<file path="src/rtl/lsu.sv">
// lsu: per-thread load/store unit driving a valid/ready data-memory port and returning loads on lsu_out
module lsu #(
  parameter int DATA_WIDTH = 16,
  parameter int ADDR_WIDTH = 8
) (
  input  logic                  clk,
  input  logic                  reset,
  input  logic                  enable,
  input  logic                  issue,
  input  logic                  mem_read_en,
  input  logic                  mem_write_en,
  input  logic [DATA_WIDTH-1:0] rs1,
  input  logic [DATA_WIDTH-1:0] rs2,
  input  logic                  retire,
  output logic                  mem_read_valid,
  output logic [ADDR_WIDTH-1:0] mem_read_address,
  input  logic                  mem_read_ready,
  input  logic [DATA_WIDTH-1:0] mem_read_data,
  output logic                  mem_write_valid,
  output logic [ADDR_WIDTH-1:0] mem_write_address,
  output logic [DATA_WIDTH-1:0] mem_write_data,
  input  logic                  mem_write_ready,
  output logic [1:0]            lsu_state,
  output logic [DATA_WIDTH-1:0] lsu_out
);
  typedef enum logic [1:0] {IDLE = 2'b00, REQUESTING = 2'b01, UNUSED = 2'b10, DONE = 2'b11} state_t;
  state_t state;
  assign lsu_state = state;
  // the asserted valid doubles as the record of which port the pending request uses
  always_ff @(posedge clk or posedge reset)
    if (reset) begin
      state             <= IDLE;
      mem_read_valid    <= 1'b0;
      mem_read_address  <= '0;
      mem_write_valid   <= 1'b0;
      mem_write_address <= '0;
      mem_write_data    <= '0;
      lsu_out           <= '0;
    end else
      case (state)
        IDLE:
          if (issue && enable && (mem_read_en || mem_write_en)) begin
            state <= REQUESTING;
            if (mem_read_en) begin
              mem_read_valid   <= 1'b1;
              mem_read_address <= rs1[ADDR_WIDTH-1:0];
            end else begin
              mem_write_valid   <= 1'b1;
              mem_write_address <= rs1[ADDR_WIDTH-1:0];
              mem_write_data    <= rs2;
            end
          end
        REQUESTING:
          if (mem_read_valid) begin
            if (mem_read_ready) begin
              lsu_out        <= mem_read_data;
              mem_read_valid <= 1'b0;
              state          <= DONE;
            end
          end else if (mem_write_valid) begin
            if (mem_write_ready) begin
              mem_write_valid <= 1'b0;
              state           <= DONE;
            end
          end else
            state <= IDLE;
        DONE:
          if (retire) state <= IDLE;
        default: begin
          state           <= IDLE;
          mem_read_valid  <= 1'b0;
          mem_write_valid <= 1'b0;
        end
      endcase
endmodule
</file>
<file path="config.mk">
export PLATFORM = sky130hd
export DESIGN_NAME = lsu
export DESIGN_NICKNAME = d
export VERILOG_FILES = /design/src/rtl/lsu.sv
export SDC_FILE = /design/constraint.sdc
export NUM_CORES = 1
export LEC_CHECK = 0
export CORE_MARGIN = 5
export CORE_UTILIZATION = 36
export DETAILED_ROUTE_END_ITERATION = 8
export HOLD_SLACK_MARGIN = 0.03
export PLACE_DENSITY = 0.87
export SYNTH_ARGS = -nofsm -noshare
export SYNTH_HDL_FRONTEND = slang
export SYNTH_SLANG_ARGS = --single-unit
</file>
<file path="constraint.sdc">
create_clock -name clk -period 1.5 [get_ports clk]
set_clock_uncertainty 0.1 [all_clocks]
set_input_delay 0.15 -clock clk [delete_from_list [all_inputs] [get_ports clk]]
set_output_delay 0.15 -clock clk [all_outputs]
set_load 0.005 [all_outputs]
</file>
# Word level (Yosys, flattened, before mapping)
# Cells that the tools add are included.
[classes] bitwise=2 div=0 mux=18 multipliers=0 shift=0 reduce_logical=10 n_lt_le_gt_ge=0 addsub=0 eq_ne=9
[op_table] op="$mux 2" n=6
[op_table] op="$reduce_and 3->1" n=4
[op_table] op="$ne 2x2->1 const B" n=5
[op_table] op="$mux 1" n=9
[op_table] op="$reduce_and 4->1" n=2
[op_table] op="$pmux 1 s3" n=2
[op_table] op="$pmux 2 s3" n=1
[op_table] op="$ne 4x4->1 const B" n=1
[op_table] op="$ne 3x3->1 const B" n=1
[op_table] op="$eq 2x1->1 const B" n=1
[op_table] op="$eq 2x2->1 const B" n=1
[op_table] op="$logic_and 1x1->1" n=2
[op_table] op="$logic_not 2->1" n=1
[op_table] op="$not 1->1" n=2
[op_table] op="$logic_or 1x1->1" n=1
[totals] reg_bits=52 mem_count=0 elab_cells=46 latchBits=0 mem_bits_rw=0 mem_bits_ro=0 output_inout_bits=52 input_bits=57

# Logic depth before layout (Yosys ltp)
# Gate-level depths: netlist (run 1).
[depth] ltp_word=4 mapped_depth=5 mapped_depth_nobuf=3

# Worst setup path after synthesis (run 1)
# No wires, ideal clock.
[synth_timing] path_type="register -> register" from="register state[1], in the netlist lsu_state[1]" to="register lsu_out[0]" t_arrival_ps=1400 synth_period_minus_slack_ps=1625 path_stages_with_launch=6 setup_slack_ps=-125 t_required_ps=1275 path_buffers=2 setup_time_ps=125 cell_sequence="dfrtp_1 nand2b_1 or2_1 buf_6 buf_6 mux2_4"
[synth_between] elab_chain_len=2
[synth_rtl] item="from (decl)" line_no="27" source="state_t state;"
[synth_rtl] item="from (signal assigned)" line_no="32" source="state <= IDLE;"
[synth_rtl] item="from (signal assigned)" line_no="43" source="state <= REQUESTING;"
[synth_rtl] item="from (signal assigned)" line_no="58" source="state <= DONE;"
[synth_rtl] item="$eq 2x1->1" line_no="40" source="case (state)"
[synth_rtl] item="$reduce_and 3->1 (no line)"
[synth_rtl] item="to (signal assigned)" line_no="56" source="lsu_out <= mem_read_data;"
[synth_rtl] item="to (decl)" line_no="24" source="output logic [DATA_WIDTH-1:0] lsu_out"
# Every way passes these cells.
# A chain may end at the register's enable or synchronous reset.

# Final worst setup path (run 1)
[layout_timing] from="register state[1], in the netlist lsu_state[1]" to="register mem_write_data[14]"
[layout_between] elab_chain_len=2
[layout_rtl] item="$logic_not 2->1" line_no="40"
[layout_rtl] item="$reduce_and 3->1 (no line)"
[layout_rtl] item="to (signal assigned)" line_no="50" source="mem_write_data <= rs2;"
[layout_rtl] item="to (decl)" line_no="21" source="output logic [DATA_WIDTH-1:0] mem_write_data,"
# Every way passes these cells.

==> results of run 1 <==
==> layout by cell type, fill, tap and decap left out, types with 2 or more instances in the layout <==
| master | netlist | final |
|---|---|---|
| dlymetal6s2s_1 | 0 | 3 |
| a211oi_1 | 2 | 2 |
| or2_4 | 0 | 2 |
| nand2_1 | 4 | 3 |
| buf_4 | 0 | 10 |
| buf_12 | 0 | 4 |
| buf_6 | 4 | 2 |
| a21oi_1 | 3 | 2 |
| mux2_4 | 29 | 29 |
| clkdlybuf4s50_1 | 0 | 94 |
| dfrtp_1 | 52 | 51 |
| clkbuf_8 | 0 | 5 |
| dlygate4sd2_1 | 0 | 3 |
| inv_1 | 3 | 2 |
| mux2_2 | 19 | 19 |
| o21ai_0 | 2 | 2 |
==> cell families after synthesis <==
group                  synth area share
AND/OR/NAND/NOR                  0.0389
multiplexers                      0.301
flip-flops                        0.604
AO/OA/AOI/OAI                    0.0296
buffers and inverters            0.0261
==> sequential cells by signal (all words and copies together) (netlist names) <==
name               flops
mem_read_address       8
mem_read_valid         1
mem_write_address      8
mem_write_valid        1
lsu_out               16
lsu_state              2
mem_write_data        16
==> worst max-delay path, delay by kind of cell, from the launching register on <==
family / cells / cell delay, ps
muxes: 1 / 300
and+or+nand+nor: 2 / 460
buffers and inverters: 1 / 170
DFF: 1 / 440
==> through the flow <==
stage          std cells  setup TNS (ps)  area (um^2)  setup WS, ps  power [mW]
3_5_place_dp         308           -9650         3350          -230        5.47
6_report             324           -1770         3530         -84.1        6.51
4_1_cts              321           -2120         3490         -95.9        6.54
2_1_floorplan        128           -2410         2170         -89.1        3.61
5_1_grt              324           -3340         3530          -132        6.95
3_3_place_gp         308           -8630         3350          -204        5.36
==> final cells by class <==
type / count / area share
Clock buffer: 6 / 0.0206
Clock inverter: 2 / 0.0110
Inverter: 3 / 0.00425
Multi-Input combinational cell: 70 / 0.234
Sequential cell: 52 / 0.369
Tap cell: 75 / 0.0266
Timing Repair Buffer: 116 / 0.335
==> power by group through the flow <==
stage / Clock, mW / Combinational [mW] / Sequential [mW]
floorplan: 0 / 1.06 / 2.55
global placement: 0 / 2.88 / 2.48
detailed placement: 0 / 2.95 / 2.52
CTS: 0.992 / 3.07 / 2.48
global route: 1.06 / 3.32 / 2.57
finish: 0.949 / 3.09 / 2.47
==> timing repair <==
action                                  CTS  global route
hold buffers                              0             0
gates resized for setup                   6             7
buffers inserted                          5             3
pin swaps                                 2             3
endpoints found under the setup margin   52            55
cloned                                    1             0
==> worst max path at each step <==
stage | startpoint | to | slack (ps) | cells after the start
2_1_floorplan | lsu_state[1]$_DFFE_PP0P_ | mem_write_address[0]$_DFFE_PP0P_ | -90 | 4
3_3_place_gp | issue | mem_write_data[10]$_DFFE_PP0P_ | -200 | 5
3_5_place_dp | enable | mem_write_data[14]$_DFFE_PP0P_ | -230 | 5
4_1_cts | lsu_state[1]$_DFFE_PP0P_ | mem_write_data[14]$_DFFE_PP0P_ | -100 | 4
5_1_grt | lsu_state[1]$_DFFE_PP0P_ | mem_write_address[1]$_DFFE_PP0P_ | -130 | 4
6_report | lsu_state[1]$_DFFE_PP0P_ | mem_write_data[14]$_DFFE_PP0P_ | -80 | 4
==> per-layer routing <==
layer	global-route usage	up-vias	routed length (um)
li1	-	702	-
met1	0.176	725	2160
met2	0.239	66	2670
met3	0.0577	6	505
met4	0.0321	0	40
met5	0	-	0
==> cells in the mapped netlist, drive strengths merged <==
cell type,number,share of area
o21ai,2,0.0046
nand3b,1,0.0093
nor4b,1,0.0041
o311ai,1,0.0041
or3b,1,0.0041
dfrtp,52,0.60
mux2,48,0.30
or2,1,0.0029
a21oi,3,0.0070
nand2,4,0.0070
and4bb,1,0.0058
a211oi,2,0.0070
inv,3,0.0052
a31oi,1,0.0029
o221ai,1,0.0041
buf,4,0.021
nand2b,2,0.0058
==> key figures, run 1 <==
Power and ir drop
  • Logic pwr share: 0.475
  • Sw frac: 0.260
  • Max rail drop VDD: 978 uV
  • P per Cell Area: 1850 nW/um^2
  • Leak: 1.65 nW
  • Int Pwr: 4.82 mW
  • Clock network power share: 0.146
  • Seq pwr share: 0.379
  • P_sw: 1.69 mW

Synthesis
  • Count of cell types in the netlist: 18
  • Post-synthesis cell count: 128
  • Mapped cell area: 2150 um^2
  • Post-synthesis sequential area ratio: 0.604
  • Synth Register Bits: 52
  • Yosys warning count: 0
  • Syn avg cell area: 16.8 um^2
  • Syn_nets: 185

Routing
  • Post-route DRC violation count: 0
  • Aggregate routed wire length: 5370 um
  • Drt pass-1 iters: 4
  • Final ANT Viol Nets: 0
  • Average vias per placed instance: 4.63
  • WL per Instance: 16.6 um
  • DR vias: 1499
  • DR iter-0 viols: 41

Run status
  • Failing checks: negative setup slack
  • Status: complete, but fails checks

Clock network
  • Clk sinks: 52
  • Clock transition at path regs: 100 ps
  • CTS Buf Count: 5
  • CTS tree: built
  • Root buf cell: clkbuf_8
  • CTS H-tree lvls: 2
  • Max clock buf depth: 2
  • Clk Latency, worst-skew pair: 290 ps

Critical path
  • Setup CP Type: flop to flop
  • Crit path cell chain: and4bb_2 -> nand3b_4 -> buf_12 -> mux2_4
  • Reg2Reg Setup Slack: -80 ps
  • Worst EP arrival: 1680 ps
  • Worst R2R Start: lsu_state[1]$_DFFE_PP0P_
  • Req. time, crit path: 1590 ps
  • FF-to-FF End: mem_write_data[14]$_DFFE_PP0P_
  • Worst path slowest cell: dfrtp_2
  • FF-to-FF path depth: 4
  • Max stage delay on crit path: 440 ps
  • Critical path launch point type: flop
  • Critical path capture point type: flop
  • Critical Path Fanout Max: 15

STA
  • Final hold vios: 0
  • RSZ-0062 raised after global routing: true
  • Fin crit share: 1.06
  • Worst Max-Slew Pin Slew: 348 ps
  • Final worst setup slack: -84.1 ps
  • Worst hold slack: 165 ps
  • Slew Limit Fails: 0
  • Final setup viols: 32
  • Fmax: 631 MHz
  • Slew HR: 0.765
  • Minimum clock period: 1580 ps

Cells and area
  • P&R area growth vs syn: 63.8%
  • Reg area: 1300 um^2
  • Post-layout util: 0.600
  • Fin nets: 305
  • Fill cells: 472
  • Multi-input logic area: 825 um^2
  • ANT cells: 0
  • Layout cell share with drive strength beyond 1: 0.325

Floorplanning
  • Initial core utilization: 0.366
  • Core Area: 5890 um^2
  • # IOs: 109
  • Row cnt: 28
  • Die area: 7630 um^2
  • Die Width: 87.4 um
  • Die Y: 87.4 um

Hold path
  • Hold Crit Class: input port to asynchronous set/reset pin

Placement
  • Final HPWL DP: 3870 um
  • Input/output buffers: 100
  • GP Congestion: 0.750

Global routing
  • GRT overflow: 0
  • Initial antenna violation count: 0
  • First-pass GRT wire length: 8480 um
  • Vias in the first global route: 1678
  • Total Routing Usage GR: 0.144
  • Largest net degree at the start of global routing: 53

Flow run
  • Max_cap viols: 0
Power figures use the tool's default switching activity.
==> run 2: changes to the inputs <==
- CORE_UTILIZATION: 36 -> 40
- DONT_BUFFER_PORTS: default -> 1
- PLACE_DENSITY: 0.87 -> 0.67
==> run 2 against run 1 <==
Effect of this change:
- register-to-register slack worse by 20 ps
- worst hold slack lost 120 ps
- combinational power is 51% lower
- sequential power rose by 10%
- via count down 13%
- routed wire length fell by 4.8%
- the run still ends with negative setup slack left
==> key figures, run 2 (synthesized netlist as in run 1, its figures left out) <==
Hold path
  • Hold Crit Class: input port to flop (was input port to asynchronous set/reset pin)
  • Hold path cells: 2

Floorplanning
  • # IOs: 109 (unchanged)
  • Die Y: 83.4 um (was 87.4 um)
  • Die area: 6950 um^2 (was 7630 um^2)
  • Initial core utilization: 0.417 (was 0.366)
  • Core Area: 5170 um^2 (was 5890 um^2)
  • Row cnt: 26 (was 28)
  • Die Width: 83.4 um (was 87.4 um)

Critical path
  • Critical Path Fanout Max: 15 (unchanged)
  • Worst EP arrival: 1680 ps (about the same)
  • FF-to-FF path depth: 4 (unchanged)
  • Req. time, crit path: 1580 ps (was 1590 ps)
  • Critical path launch point type: flop (unchanged)
  • Worst path slowest cell: dfrtp_2 (unchanged)
  • Setup CP Type: flop to flop (unchanged)
  • Crit. path cell count: 4 (unchanged)
  • Max stage delay on crit path: 440 ps (about the same)
  • Delay-heaviest family, CP: simple AND/OR/NAND/NOR gates (unchanged)
  • Worst path bufs/invs: 1 (unchanged)
  • Critical path capture point type: flop (unchanged)
  • Crit path cell chain: and4bb_2 -> nand3b_4 -> buf_12 -> mux2_4 (unchanged)

Run status
  • Failing checks: negative setup slack (unchanged)
  • Status: complete, but fails checks (unchanged)

Clock network
  • Clock transition at path regs: 90 ps (was 100 ps)
  • CTS H-tree lvls: 2 (unchanged)
  • Root buf cell: clkbuf_8 (unchanged)
  • CTS tree: built (unchanged)
  • Max clock buf depth: 2 (unchanged)
  • Clk Latency, worst-skew pair: 290 ps (about the same)
  • CTS Buf Count: 5 (unchanged)
  • Clk sinks: 52 (unchanged)

Cells and area
  • Most common cell after layout, fill and taps aside: dfrtp_1 (was clkdlybuf4s50_1)
  • Post-layout util: 0.570 (was 0.600)
  • ANT cells: 0 (unchanged)
  • Layout cell share with drive strength beyond 1: 0.395 (was 0.325)
  • Most frequent cells in the layout: dfrtp_1, dlygate4sd3_1, mux2_4, mux2_2, clkbuf_8 (was clkdlybuf4s50_1, dfrtp_1, mux2_4, mux2_2, buf_4)
  • Fill cells: 368 (was 472)
  • Fin nets: 246 (was 305)
  • Design area: 2950 um^2 (was 3530 um^2)
  • Top Registers: lsu_out x16, mem_write_data x16 (unchanged)
  • P&R area growth vs syn: 36.9% (was 63.8%)

STA
  • Worst Max-Slew Pin Slew: 471 ps (was 348 ps)
  • Final hold vios: 0 (unchanged)
  • Fin crit share: 1.07 (was 1.06)
  • Final setup viols: 48 (was 32)
  • Slew HR: 0.685 (was 0.765)
  • Fmax: 624 MHz (was 631 MHz)
  • Minimum clock period: 1600 ps (was 1580 ps)
  • RSZ-0062 raised after global routing: true (unchanged)
  • Final worst setup slack: -101 ps (was -84.1 ps)
  • Slew Limit Fails: 0 (unchanged)

Routing
  • Average vias per placed instance: 5.03 (was 4.63)
  • Aggregate routed wire length: 5110 um (was 5370 um)
  • Post-route DRC violation count: 0 (unchanged)
  • Drt pass-1 iters: 4 (unchanged)
  • DR iter-0 viols: 36 (was 41)
  • Final ANT Viol Nets: 0 (unchanged)
  • DR vias: 1309 (was 1499)
  • WL per Instance: 19.7 um (was 16.6 um)

Global routing
  • Initial antenna violation count: 0 (unchanged)
  • Total Routing Usage GR: 0.150 (was 0.144)
  • First-pass GRT wire length: 8380 um (was 8480 um)
  • GRT overflow: 0 (unchanged)
  • Vias in the first global route: 1534 (was 1678)
  • Largest net degree at the start of global routing: 33 (was 53)

Placement
  • GP Congestion: 0.776 (was 0.750)
  • Final HPWL DP: 3510 um (was 3870 um)
  • Placed inst area: 2340 um^2 (was 3350 um^2)
  • Input/output buffers: 0 (was 100)

Power and ir drop
  • Leak: 1.40 nW (was 1.65 nW)
  • P per Cell Area: 1700 nW/um^2 (was 1850 nW/um^2)
  • Max rail drop VDD: 920 uV (was 978 uV)
  • Design Power: 5.02 mW (was 6.51 mW)

Flow run
  • Max_cap viols: 0 (unchanged)
[run 2: changes by cell type in the layout (fill, tap and decap cells not counted), sizes merged]
cell	previous run	this run
buf	16	11
bufinv	1	0
clkdlybuf4s50	94	0
clkinv	0	2
dlygate4sd2	3	0
dlygate4sd3	0	47
dlymetal6s2s	3	0
inv	3	2
or2	2	1
[run 2: timing repair]
action	in CTS	in global routing
pin swaps	1	3
gates cloned	1	0
gates resized for setup	4	2
hold buffers	47	0
setup endpoints to repair	48	50
endpoints found under the hold margin	103	0
buffers inserted	1	0
[run 2: power breakdown]
part / switching, mW / internal, mW
combinational: 0.471 / 1.05
clock: 0.415 / 0.368
sequential: 0.627 / 2.10
[run 2: through the flow]
step	std cells	TNS [ps]	hold slack, ps	setup WS [ps]
6_report	260	-2680	47.8	-101
5_1_grt	260	-3960	71.4	-132
4_1_cts	260	-2440	32.6	-102
3_5_place_dp	203	-2550	-35.6	-107
3_3_place_gp	203	-1320	-47.1	-66.9
2_1_floorplan	128	-2410	105	-89.1
[run 2: routing by layer]
| layer | routed length, um | track usage |
|---|---|---|
| met1 | 1790 | 0.148 |
| met2 | 2750 | 0.277 |
| met3 | 514 | 0.0743 |
| met4 | 57 | 0.0416 |
| met5 | 0 | 0 |
[run 2: cell type report]
class,instances,area (um^2),share of cell area
Tap cell,70,87.6,0.0297
Clock inverter,2,10.0,0.00339
Timing Repair Buffer,58,639,0.217
Multi-Input combinational cell,69,813,0.276
Clock buffer,6,82.6,0.0280
Sequential cell,52,1300,0.441
Inverter,3,15.0,0.00509
[run 2: worst paths after layout]
| kind | to | slack, ps | from |
|---|---|---|---|
| worst max-delay path | mem_write_data[10]$_DFFE_PP0P_ | -100 | lsu_state[1]$_DFFE_PP0P_ |
| worst min-delay path | lsu_state[1]$_DFFE_PP0P_ | 50 | mem_write_ready |
| worst max register to register | mem_write_data[10]$_DFFE_PP0P_ | -100 | lsu_state[1]$_DFFE_PP0P_ |
| worst min register to register | lsu_out[10]$_DFFE_PP0P_ | 450 | lsu_out[10]$_DFFE_PP0P_ |
| max in group asynchronous | lsu_state[1]$_DFFE_PP0P_ | 540 | reset |
| min in group asynchronous | mem_write_address[4]$_DFFE_PP0P_ | 260 | reset |
==> run 3: changes to the inputs <==
- CORE_MARGIN: 5 -> default
==> run 3 against run 2 <==
Effect of this change:
- the flow still finishes with violations (negative setup slack)
- final area increased by 1.3%
- sequential share of layout area fell by 0.55 points
- die area fell by 18%
- highest routed layer unchanged
- register-to-register slack worse by 20 ps
- clock-buffer cell count decreased by 1
- first-iteration DRC count shrank 5.6%
- sequential power decreased by 1%
- utilization increased by 1.1 points
- setup slack got worse by 17 ps
==> key figures, run 3 (synthesized netlist as in run 1, its figures left out) <==
Cells and area
  • ANT cells: 0 (unchanged)
  • Layout cell share with drive strength beyond 1: 0.407 (was 0.395)
  • Fill cells: 418 (was 368)
  • Top Registers: lsu_out x16, mem_write_data x16 (unchanged)
  • P&R area growth vs syn: 38.7% (was 36.9%)
  • Most common cell after layout, fill and taps aside: dfrtp_1 (unchanged)
  • Fin nets: 250 (was 246)
  • Post-layout util: 0.581 (was 0.570)
  • Most frequent cells in the layout: dfrtp_1, dlygate4sd3_1, mux2_4, mux2_2, buf_4 (was dfrtp_1, dlygate4sd3_1, mux2_4, mux2_2, clkbuf_8)

Power and ir drop
  • Leak: 1.41 nW (was 1.40 nW)
  • Int Pwr: 3.48 mW (was 3.51 mW)
  • Max rail drop VDD: 905 uV (was 920 uV)
  • Clock network power share: 0.154 (was 0.156)
  • P_sw: 1.50 mW (was 1.51 mW)
  • P per Cell Area: 1670 nW/um^2 (was 1700 nW/um^2)
  • Sw frac: 0.301 (about the same)
  • Logic pwr share: 0.308 (was 0.302)
  • Seq pwr share: 0.539 (was 0.542)

Routing
  • WL per Instance: 18.8 um (was 19.7 um)
  • Post-route DRC violation count: 0 (unchanged)
  • DR vias: 1329 (was 1309)
  • Average vias per placed instance: 5.03 (about the same)
  • Final ANT Viol Nets: 0 (unchanged)
  • DR iter-0 viols: 34 (was 36)
  • Drt pass-1 iters: 4 (unchanged)
  • Aggregate routed wire length: 4960 um (was 5110 um)

Critical path
  • Critical Path Fanout Max: 6 (was 15)
  • Setup CP Type: flop to flop (unchanged)
  • Worst path slowest cell: dfrtp_2 (unchanged)
  • Critical path capture point type: flop (unchanged)
  • Worst EP arrival: 1710 ps (was 1680 ps)
  • Max stage delay on crit path: 440 ps (about the same)
  • Worst R2R Start: lsu_state[1]$_DFFE_PP0P_ (unchanged)
  • Critical path launch point type: flop (unchanged)
  • Reg2Reg Setup Slack: -120 ps (was -100 ps)
  • Worst path bufs/invs: 1 (unchanged)
  • Crit path cell chain: and4bb_2 -> nand3b_4 -> buf_4 -> mux2_4 (was and4bb_2 -> nand3b_4 -> buf_12 -> mux2_4)
  • Req. time, crit path: 1590 ps (was 1580 ps)
  • FF-to-FF path depth: 4 (unchanged)
  • FF-to-FF End: mem_write_data[1]$_DFFE_PP0P_ (was mem_write_data[10]$_DFFE_PP0P_)
  • Delay-heaviest family, CP: simple AND/OR/NAND/NOR gates (unchanged)

STA
  • Worst Max-Slew Pin Slew: 454 ps (was 471 ps)
  • Slew Limit Fails: 0 (unchanged)
  • Fin Setup TNS: -2380 ps (was -2680 ps)
  • RSZ-0062 raised after global routing: true (unchanged)
  • Slew HR: 0.696 (was 0.685)
  • Final hold vios: 0 (unchanged)
  • Final setup viols: 35 (was 48)
  • Fin crit share: 1.08 (was 1.07)
  • Final worst setup slack: -119 ps (was -101 ps)
  • Fmax: 618 MHz (was 624 MHz)
  • Minimum clock period: 1620 ps (was 1600 ps)

Flow run
  • Max_cap viols: 0 (unchanged)

Global routing
  • GRT overflow: 0 (unchanged)
  • First-pass GRT wire length: 7100 um (was 8380 um)
  • Top Usage Layer GRT: met2 (unchanged)
  • Largest net degree at the start of global routing: 34 (was 33)
  • Total Routing Usage GR: 0.171 (was 0.150)
  • Initial antenna violation count: 0 (unchanged)
  • Met3 Track Usage GR: 0.0556 (was 0.0743)
  • Vias in the first global route: 1467 (was 1534)
  • Met1 Use GR: 0.179 (was 0.148)
  • GRT met2 Usage: 0.318 (was 0.277)

Clock network
  • Max clock buf depth: 2 (unchanged)
  • Clk Latency, worst-skew pair: 300 ps (was 290 ps)
  • CTS H-tree lvls: 2 (unchanged)
  • Clock transition at path regs: 100 ps (was 90 ps)
  • CTS Buf Count: 5 (unchanged)
  • CTS tree: built (unchanged)
  • Clk sinks: 52 (unchanged)
  • Root buf cell: clkbuf_8 (unchanged)

Floorplanning
  • Die area: 5680 um^2 (was 6950 um^2)
  • Initial core utilization: 0.419 (was 0.417)
  • # IOs: 109 (unchanged)
  • Row cnt: 26 (unchanged)
  • Die Y: 75.4 um (was 83.4 um)
  • Core Area: 5140 um^2 (was 5170 um^2)
  • Die Width: 75.4 um (was 83.4 um)

Hold path
  • Hold Crit Class: input port to flop (unchanged)
  • WHS Endpoint: lsu_state[1]$_DFFE_PP0P_ (unchanged)
  • Hold path cells: 2 (unchanged)
  • Hold Path Origin: mem_write_ready (unchanged)

Run status
  • Status: complete, but fails checks (unchanged)
  • Failing checks: negative setup slack (unchanged)

Placement
  • GP Congestion: 0.781 (was 0.776)
  • Final HPWL DP: 3070 um (was 3510 um)
  • Input/output buffers: 0 (unchanged)
==> run 3: cell count changes in the layout (fill, tap and decap cells not counted) <==
| cell | before | now |
|---|---|---|
| o311ai_0 | 0 | 1 |
| nand2_1 | 4 | 3 |
| nand2_8 | 0 | 1 |
| buf_16 | 1 | 0 |
| buf_6 | 1 | 2 |
| dlygate4sd3_1 | 47 | 48 |
| buf_4 | 4 | 7 |
| o311ai_1 | 1 | 0 |
| clkbuf_8 | 6 | 5 |
| clkbuf_16 | 0 | 2 |
| clkinv_4 | 0 | 1 |
| buf_12 | 5 | 3 |
==> run 3: what timing repair did <==
item                                   CTS  global route
setup buffers                            0             2
pin swaps                                0             1
hold buffers                            46             2
setup endpoints to repair               32            47
resized for setup                        1             6
cloned                                   0             3
endpoints found under the hold margin  103             9
==> run 3: area by class of cell <==
class / instances / area, um^2 / share of cell area
well taps: 70 / 87.6 / 0.0293
multi-input cells: 69 / 830 / 0.278
clock buffers: 5 / 68.8 / 0.0230
repair buffers: 62 / 666 / 0.223
flip-flops and latches: 52 / 1300 / 0.436
clock inverters: 3 / 18.8 / 0.00628
inverters: 3 / 15.0 / 0.00503
==> run 3: power groups by stage <==
| stage | clock network, mW | registers, mW | logic [mW] |
|---|---|---|---|
| after floorplan | 0 | 2.55 | 1.06 |
| after global placement | 0 | 2.67 | 1.25 |
| after detailed placement | 0 | 2.69 | 1.34 |
| after CTS | 0.804 | 2.68 | 1.44 |
| after global routing | 0.858 | 2.77 | 1.65 |
| final | 0.765 | 2.68 | 1.53 |
==> run 3: worst reg2reg max path: cells and delay by family, from the launching register on <==
kind	cells	cell delay, ps
and+or+nand+nor	2	480
DFF	1	440
muxes	1	300
buffers and inverters	1	200
==> run 3: routing by layer <==
layer  vias up  share of wire
li1        584              -
met1       661           0.36
met2        73           0.54
met3        11          0.078
met4         0          0.019
met5         -              0
==> run 3: worst max path at each step <==
stage | from | to | slack, ps | cells past startpoint
3_5_place_dp | lsu_state[1]$_DFFE_PP0P_ | mem_read_address[2]$_DFFE_PP0P_ | -100 | 3
2_1_floorplan | lsu_state[1]$_DFFE_PP0P_ | mem_write_address[0]$_DFFE_PP0P_ | -90 | 4
6_report | lsu_state[1]$_DFFE_PP0P_ | mem_write_data[1]$_DFFE_PP0P_ | -120 | 4
3_3_place_gp | lsu_state[1]$_DFFE_PP0P_ | mem_read_address[3]$_DFFE_PP0P_ | -30 | 3
4_1_cts | lsu_state[1]$_DFFE_PP0P_ | mem_write_address[1]$_DFFE_PP0P_ | -100 | 4
5_1_grt | lsu_state[1]$_DFFE_PP0P_ | mem_write_data[4]$_DFFE_PP0P_ | -150 | 4
==> run 3: metrics by stage <==
stage / power [mW] / area (um^2) / instances / worst slack, ps / hold slack, ps
6_report: 4.98 / 2990 / 264 / -119 / 70.8
5_1_grt: 5.28 / 2990 / 264 / -148 / 43.2
4_1_cts: 4.92 / 2870 / 257 / -101 / 74.2
3_5_place_dp: 4.03 / 2310 / 203 / -95.6 / -37.7
3_3_place_gp: 3.92 / 2310 / 203 / -33.7 / -55.8
2_1_floorplan: 3.61 / 2170 / 128 / -89.1 / 105
==> RTL change, RTL diff (config.mk and constraints of run 1) <==
The parameter `ADDR_WIDTH` goes from 8 to 6.
--- a/src/rtl/lsu.sv
+++ b/src/rtl/lsu.sv
@@ -2,5 +2,5 @@
 module lsu #(
   parameter int DATA_WIDTH = 16,
-  parameter int ADDR_WIDTH = 8
+  parameter int ADDR_WIDTH = 6
 ) (
   input  logic                  clk,
Ports: changed (resized mem_read_address and mem_write_address); port bits go from 109 to 105. No check against the original RTL was run, so the function may have changed too.
==> RTL change against run 1 <==
The flow still finishes with violations (setup timing). Sequential share of layout area rose by 0.43 points. Sequential power fell by 8%. Routed wire length fell by 11%. Total power fell by 12%. Largest power group unchanged. Setup slack improved by 27 ps. Cell area fell by 8.8%. Non-clock buffer count fell by 8. Hold slack improved by 190 ps. Die area fell by 8.3%. Critical path depth did not move. Core utilization rose by 2.3 points. Largest cell class unchanged. Synthesized area fell by 9.4%. Sequential cell count fell by 4.
==> RTL change: results (changes against run 1) <==
Total Routing Usage GR=14.1% (-0.28 points); Min Hold Slack=360 ps (+195 ps); first-pass GRT wire length=7980 um (-5.9%); Area after DPL=3050 um2 (-8.8%); Initial DRC Count=56 (+37%); post-detailed-route wirelength per cell=15.8 um (-5.0%); Post-synth top cells=dfrtp_1, mux2_2, mux2_4, nand2_1; drt pass-1 iters=3 (-1); Gate Count Post-Synth=120 (-6.3%); # fillers=404 (-14%); crit path capture=mem_write_data[13]$_DFFE_PP0P_; Ys Warns=0 (unchanged); TNS Setup=-777 ps (+989 ps); dpl cells=289 (-6.2%); final WL=4760 um (-11%); routability cong.=0.763 (+1.7%); Leakage=0.00144 uW (-13%); adder-cell share of the synthesized area=0% (unchanged); setup violators final=29 (-9.4%); post-synth net total=177 (-4.3%); depth of the most critical reg-to-reg path=4 (unchanged); status=finished, violations left; Post-Synth XOR/XNOR Area=0% (unchanged); sequential area share after synthesis=61.5% (+1.1 points); worst skew pair latency=290 ps (about the same); Worst slew margin=74.9% (-1.7 points); number of max-cap violations=0 (unchanged); vias=1409 (-6.0%); largest net degree at the start of global routing=45 (-15%); Hold Path Origin=rs2[5]; synth unique cells=20 (+2); initial antenna violation count=0 (unchanged); Final WS setup=-56.7 ps (+27.3 ps); vias in the first global route=1590 (-5.2%); Hold Path Depth=2; Worst Setup SP=lsu_state[0]$_DFFE_PP0P_; post-synthesis mux area share=27.3% (-2.8 points); worst r2r dst=mem_write_data[13]$_DFFE_PP0P_; pre-CTS setup slack=-190 ps (+39.9 ps); failing checks=setup timing; DP HPWL=3650 um (-5.7%); # port buffers=94 (-6.0%); Synth area leaders=dfrtp_1, mux2_2, mux2_4; H-tree level count=2 (unchanged); area of the multi-input gates=702 um2 (-15%); Async S/R FF share, synth=100% (unchanged); compound-gate portion of the synthesized area=3.27% (+0.31 points); dominant synthesized flop cell=dfrtp_1; Hold WC Path Type=input pin to flop; maximum VDD drop=929 uV (-5.1%); clock root buffer=clkbuf_8; biggest regs=lsu_out (16), mem_write_data (16); layout cells sized above 1=31.5% (-1.1 points)
==> RTL change: cells by family (layout without fill, tap and decap cells) <==
logic type             Yosys count  after routing
buffers and inverters            7            119
muxes                           44             44
and+or+nand+nor                 11             11
AOI/OAI and AO/OA               10             10
DFF                             48             48
==> RTL change: power by group <==
part | internal, uW | leakage [uW] | switching [uW]
clock | 375 | 0.0000445 | 415
sequential | 1930 | 0.000584 | 347
combinational | 1920 | 0.000812 | 747
total | 4220 | 0.00144 | 1510
==> RTL change: metal layers <==
| layer | global-route usage [%] | vias to the layer above | share of wire [%] | wire, um |
|---|---|---|---|---|
| met2 | 24.4 | 64 | 51 | 2450 |
| met5 | 0 | - | 0 | 0 |
| met4 | 2.63 | 0 | 0.57 | 27 |
| li1 | - | 648 | - | - |
| met3 | 6.02 | 4 | 8.8 | 420 |
| met1 | 16.4 | 693 | 39 | 1870 |
==> RTL change: timing repair <==
item / CTS / global route
hold buffers: 1 / 0
gates resized for setup: 2 / 5
cloned: 0 / 1
endpoints found under the hold margin: 4 / 0
setup buffers: 2 / 1
endpoints found under the setup margin: 46 / 47
pin swaps: 0 / 1
==> RTL change: critical path, cell delays in order, from the launching register on <==
cell      delay (ps)
dfrtp_1          420
and4bb_4         370
nand3b_4         110
buf_12           170
mux2_2           270
==> RTL change: layout make-up <==
| type | instances | share of cell area (%) |
|---|---|---|
| Clock buffer | 7 | 2.68 |
| Clock inverter | 1 | 0.233 |
| Inverter | 3 | 0.350 |
| Multi-Input combinational cell | 65 | 21.8 |
| Sequential cell | 48 | 37.3 |
| Tap cell | 70 | 2.72 |
| Timing Repair Buffer | 108 | 34.9 |
